===== src/rtl/bcd_counter2.sv =====
// bcd_counter2: two-digit BCD up/down counter with load, terminal pulse and load-error pulse.
// Latency: one cycle from sampled rst/load/en to updated q, tc and load_err (all registered).
// Backpressure: none; the counter takes a decision every cycle in the order rst > load > en.
module bcd_counter2 #(
  parameter int MOD = 100
) (
  input  logic       clk,
  input  logic       rst,
  input  logic       en,
  input  logic       up,
  input  logic       load,
  input  logic [7:0] din,
  output logic [7:0] q,
  output logic       tc,
  output logic       load_err
);

  // Terminal count MOD-1 split into its decimal digits.
  localparam logic [3:0] MAX_TENS  = 4'((MOD - 1) / 10);
  localparam logic [3:0] MAX_UNITS = 4'((MOD - 1) % 10);
  localparam logic [7:0] MAX_BCD   = {MAX_TENS, MAX_UNITS};
  localparam logic [7:0] MOD_VAL   = 8'(MOD);

  logic [3:0] tens;
  logic [3:0] units;
  logic [7:0] din_dec;
  logic       din_ok;
  logic       at_max;
  logic       at_zero;
  logic [7:0] q_inc;
  logic [7:0] q_dec;
  logic [7:0] q_nxt;
  logic       tc_nxt;
  logic       err_nxt;

  assign tens  = q[7:4];
  assign units = q[3:0];

  // Binary value of the load word; worst case 15*10+15 = 165 still fits in 8 bits,
  // so illegal nibbles cannot alias into a small legal value.
  assign din_dec = ({4'd0, din[7:4]} * 8'd10) + {4'd0, din[3:0]};
  assign din_ok  = (din[7:4] <= 4'd9) && (din[3:0] <= 4'd9) && (din_dec < MOD_VAL);

  assign at_max  = (q == MAX_BCD);
  assign at_zero = (q == 8'h00);

  // Plain BCD step; terminal cases are handled separately below, so the tens
  // digit never steps outside 0..9 here.
  always_comb begin
    q_inc = {tens, units + 4'd1};
    if (units == 4'd9) begin
      q_inc = {tens + 4'd1, 4'd0};
    end
  end

  always_comb begin
    q_dec = {tens, units - 4'd1};
    if (units == 4'd0) begin
      q_dec = {tens - 4'd1, 4'd9};
    end
  end

  always_comb begin
    q_nxt   = q;
    tc_nxt  = 1'b0;
    err_nxt = 1'b0;
    if (load) begin
      // A load cycle never produces tc, even with en high.
      if (din_ok) begin
        q_nxt = din;
      end else begin
        err_nxt = 1'b1;
      end
    end else if (en) begin
      if (up) begin
        if (at_max) begin
          tc_nxt = 1'b1;
`ifdef BCD_COUNTER2_SAT_EN
          q_nxt  = q;
`else
          q_nxt  = 8'h00;
`endif
        end else begin
          q_nxt = q_inc;
        end
      end else begin
        if (at_zero) begin
          tc_nxt = 1'b1;
`ifdef BCD_COUNTER2_SAT_EN
          q_nxt  = q;
`else
          q_nxt  = MAX_BCD;
`endif
        end else begin
          q_nxt = q_dec;
        end
      end
    end
  end

  always_ff @(posedge clk) begin
    if (rst) begin
      q        <= 8'h00;
      tc       <= 1'b0;
      load_err <= 1'b0;
    end else begin
      q        <= q_nxt;
      tc       <= tc_nxt;
      load_err <= err_nxt;
    end
  end

endmodule


===== config.mk =====
export PLATFORM = sky130hd
export DESIGN_NAME = bcd_counter2
export DESIGN_NICKNAME = d
export VERILOG_FILES = /design/src/rtl/bcd_counter2.sv
export SDC_FILE = /design/constraint.sdc
export NUM_CORES = 1
export LEC_CHECK = 0
export CORE_MARGIN = 4
export CORE_UTILIZATION = 57
export DETAILED_ROUTE_END_ITERATION = 8
export PLACE_DENSITY = 0.86
export SLEW_MARGIN = 5
export SYNTH_ARGS = -nofsm -noshare
export SYNTH_HDL_FRONTEND = slang
export SYNTH_SLANG_ARGS = --single-unit
export TNS_END_PERCENT = 100

===== constraint.sdc =====
create_clock -name clk -period 7.23 [get_ports clk]
set_clock_uncertainty 0.15 [all_clocks]
set_input_delay 1.8075 -clock clk [delete_from_list [all_inputs] [get_ports clk]]
set_output_delay 1.8075 -clock clk [all_outputs]
set_load 0.005 [all_outputs]

# After elaboration in Yosys (flattened, before gate mapping)
# Index checks and enable logic that the tools add are counted.
# op_classes
mux	12
n_bitwise	2
n_eq_ne	4
n_mul	1
n_addsub	5
n_lt_le_gt_ge	3
n_reduce_logical	10
# ops
operator	n
$mux W8	8
$add A4 B1 Y4 const B	2
$add A8 B4 Y8	1
$eq A8 B8 Y1 const B	1
$le A4 B4 Y1 const B	2
$logic_not A8 Y1	1
$lt A8 B7 Y1 const B	1
$sub A4 B1 Y4 const B	2
$mul A4 B3 Y7 const B	1
$eq A4 B4 Y1 const B	1
$logic_not A4 Y1	1
$mux W1	4
$ne A4 B1 Y1 const B	1
$reduce_and A4 Y1	1
$reduce_bool A4 Y1	1
$reduce_or A3 Y1	1
$logic_and A1 B1 Y1	2
$ne A2 B1 Y1 const B	1
$not A1 Y1	2
$reduce_and A2 Y1	1
$reduce_bool A2 Y1	1
$reduce_or A2 Y1	1
# totals
wordCells	41
output_inout_bits	10
in_bits	13
reg_bits	10

# Longest topological paths before layout
# logic_depth
ltp_word	6
mapped_depth	10
depth_no_buf	10

# Worst setup path before layout
# No wires, ideal clock.
# synth_path
path_type	input to register
startpoint	input port din[5]
endpoint	register q[2]
path_buffers	0
setup_time_ps	123
required_time_ps	6957
cell_stages	9
slack_ps	3057
arrival_ps	3900
cell_sequence	ha_1 > ha_1 > inv_1 > fa_1 > nor2b_1 > a311o_1 > nand4_1 > o31a_2 > mux2_1
# synth_between
elab_chain_cells	6
elab_cells_between_ends	8
cone_classes	add/sub (1); mul (1); order compare (2); eq/ne (1); reduce/logical (3)
# synth_rtl
item	line	source
start, declared	12	input logic [7:0] din,
$mul A4 B3 Y7	41	assign din_dec = ({4'd0, din[7:4]} * 8'd10) + {4'd0, din[3:0]};
$add A8 B4 Y8	41	
$lt A8 B7 Y1	42	assign din_ok = (din[7:4] <= 4'd9) && (din[3:0] <= 4'd9) && (din_dec < MOD_VAL);
$logic_and A1 B1 Y1 (*)	42	
$ne A2 B1 Y1 (no line) (*)	-	
$reduce_and A2 Y1 (no line) (*)	-	
end signal, assigned	107	q <= q_nxt;
end, declared	13	output logic [7:0] q,
# Mark *: on every way between the ends. The rest lies on a longest branch, timed or not.
# A chain may end at the register's enable or synchronous reset.

# Worst setup path after layout
# Ends and elaborated chain as after synthesis.

==> metrics <==
reg2reg start=q[0]$_SDFFE_PP0P_; Slew headroom=57.7%; # setup viols final=0; CP startpoint=din[5]; initial antenna violation count=0; CTS max path bufs=2; share of cells above drive strength 1=6.70%; leading post-synthesis cells by cell area=dfxtp_1, ha_1, a21oi_1, nand2_1, o21ai_0; Setup Buffers After CTS=0; Top FF cell, synth=dfxtp_1; combinational cell fraction of total power=49.3%; drt pass-1 iters=4; Startpoint Class=input pin; top cells by count, synth=nand2_1, inv_1, a21oi_1, dfxtp_1; Crit Path Max Fanout=5; Clock Sink Count=10; top-count cell post-synth=nand2_1; Vias=1336; reg2reg end=q[7]$_SDFFE_PP0P_; Clock transition at path regs=0.06 ns; Hold Path Cell Cnt=2; CTS root buf=clkbuf_4; Pins Over Slew Limit=0; CP endpoint kind=flop; gr usage total=21.7%; die width=55.4 um; Post-synth EDFFs=0; CP Class=in -> reg; worst-skew pair later-pin latency=0.26 ns; PortBufs=22; R2R depth=6; part of the power in registers=33.4%; global-route wire length before repair=5.60 mm; pwr/cell area=143 nW/um^2; site row count=16; Fin Setup TNS=0 ns; hold wc startpoint=q[1]$_SDFFE_PP0P_; core area=2040 sq um; count of cell types in the netlist=55; Pleak=0.560 nW; WL per Instance=15.8 um; Pint=0.000131 W; Final Net Count=205; net count after synthesis=190; post-detail-place hpwl=2.56 mm; H-tree levels=1; Vias/cell=6.49; 1st-iter DRT viols=52; unrepaired setup endpoints after global routing=false; Gate Count Post-Synth=166; Final ANT Viol Nets=0; num ports=23; synthesized area per cell=7.70 sq um; R2R Setup Slk=4.89 ns; n_diodes=0; NetSw=0.0000837 W; Hold WS=0.434 ns; Total Wirelength=3.25 mm; Arr. time, crit path=4.68 ns; max-cap viol count=0; f_max=214 MHz; hold-fix buffers at CTS=0; Clk pwr share=17.3%; Synth area leader=dfxtp_1; Post-CTS Resized=0; register area share after synthesis=15.7%; Synth top area share=15.7%; Endpoint, Worst Hold=q[1]$_SDFFE_PP0P_; largest net degree at the start of global routing=17; GRT overflow=0; Hold Vio Cnt, Final=0; CTS tree=done; Final Wtd Congestion=0.927; ys async rst share=0%; status=complete, no violations; Filler Cells Inserted=177; full die area=3070 sq um; Worst Hold Class=reg -> reg; residual DRC count=0; vias in the first global route=1282; Switching Fraction=39.0%; CTS Buf Count=3; Worst EP required=7.23 ns; mapped cell area=1280 sq um; Area Overhead vs Synth=17.6%; worst slew pin tran=0.629 ns; peak supply drop=0.0906 mV; final worst path period share=64.7%; die height=55.4 um; Seq cells post-synth=10; Ys Warns=0; Initial Util=62.6%; min cycle time layout=4.68 ns
==> routing by layer <==
metal	up-vias	routed length [um]	track usage [%]
met5	-	0	0
met4	0	102	10.8
met3	13	280	2.80
met2	77	1580	36.3
met1	600	1290	27.2
li1	646	-	-
==> final cells by class <==
class                   count  area [sq um]  area share, %
clock buffers               3          22.5           1.50
inverters                  12          45.0           3.00
multi-input cells         132           982           65.3
flip-flops and latches     10           200           13.3
well taps                  27          33.8           2.25
repair buffers             22           220           14.6
==> registers in the layout (all words and copies together), names as in the netlist <==
name / count
load_err: 1
tc: 1
q: 8
==> worst max path at each step <==
stage / endpoint / slack (ns) / cells past startpoint
2_1_floorplan: q[2]$_SDFFE_PP0P_ / 3.06 / 9
3_5_place_dp: q[2]$_SDFFE_PP0P_ / 2.31 / 10
3_3_place_gp: q[2]$_SDFFE_PP0P_ / 2.43 / 10
6_report: q[2]$_SDFFE_PP0P_ / 2.55 / 10
5_1_grt: q[2]$_SDFFE_PP0P_ / 2.43 / 10
4_1_cts: q[2]$_SDFFE_PP0P_ / 2.58 / 10
==> cells in the final DEF, fill, tap and decap left out, drive strengths merged, types with 3 or more instances in the layout <==
master         netlist  final
a311o                3      3
clkbuf               7      3
o211ai               5      5
a211oi               5      5
nor4                 4      4
xor2                 4      4
a21oi               10     10
nor2                 7      7
clkdlybuf4s50        0     22
inv                 12     12
nor2b                4      4
ha                   9      9
dfxtp               10     10
o31ai                3      3
nand2               13     13
or3                  3      3
nand3                6      6
nor3                 3      3
a31oi                5      5
o21ai                9      9
==> stage by stage <==
stage          total power [W]  std cells  instance area, sq um  utilization, %  worst slack (ns)
2_1_floorplan         0.000145        166                  1280               -              3.06
3_3_place_gp          0.000173        203                  1480            72.5              2.43
3_5_place_dp          0.000178        203                  1480            72.5              2.31
4_1_cts               0.000214        206                  1500            73.7              2.58
5_1_grt               0.000231        206                  1500            73.7              2.43
6_report              0.000215        206                  1500            73.7              2.55
==> power by group through the flow <==
stage | logic (W) | clock network [W] | registers, W
after global placement | 0.000101 | 0 | 0.0000722
after CTS | 0.000105 | 0.0000373 | 0.0000717
after detailed placement | 0.000105 | 0 | 0.0000728
after floorplan | 0.0000795 | 0 | 0.0000655
final | 0.000106 | 0.0000371 | 0.0000718
after global routing | 0.000117 | 0.0000406 | 0.0000733
==> worst max-delay path, cell delays in order <==
cell             delay, ns
clkdlybuf4s50_1       0.60
ha_1                  0.28
ha_1                  0.21
inv_1                 0.07
fa_1                  0.48
nor2b_1               0.15
a311o_1               0.19
nand4_1               0.18
o31a_2                0.38
mux2_1                0.33
==> cells by family after synthesis <==
kind of cell / after synthesis / share of synthesized area, %
simple gates: 54 / 23.5
buf+inv: 24 / 7.53
fa+ha+maj: 11 / 11.9
xor+xnor: 5 / 3.42
flops: 10 / 15.7
compound gates: 58 / 34.6
mux: 4 / 3.33
Power figures use the tool's default switching activity.
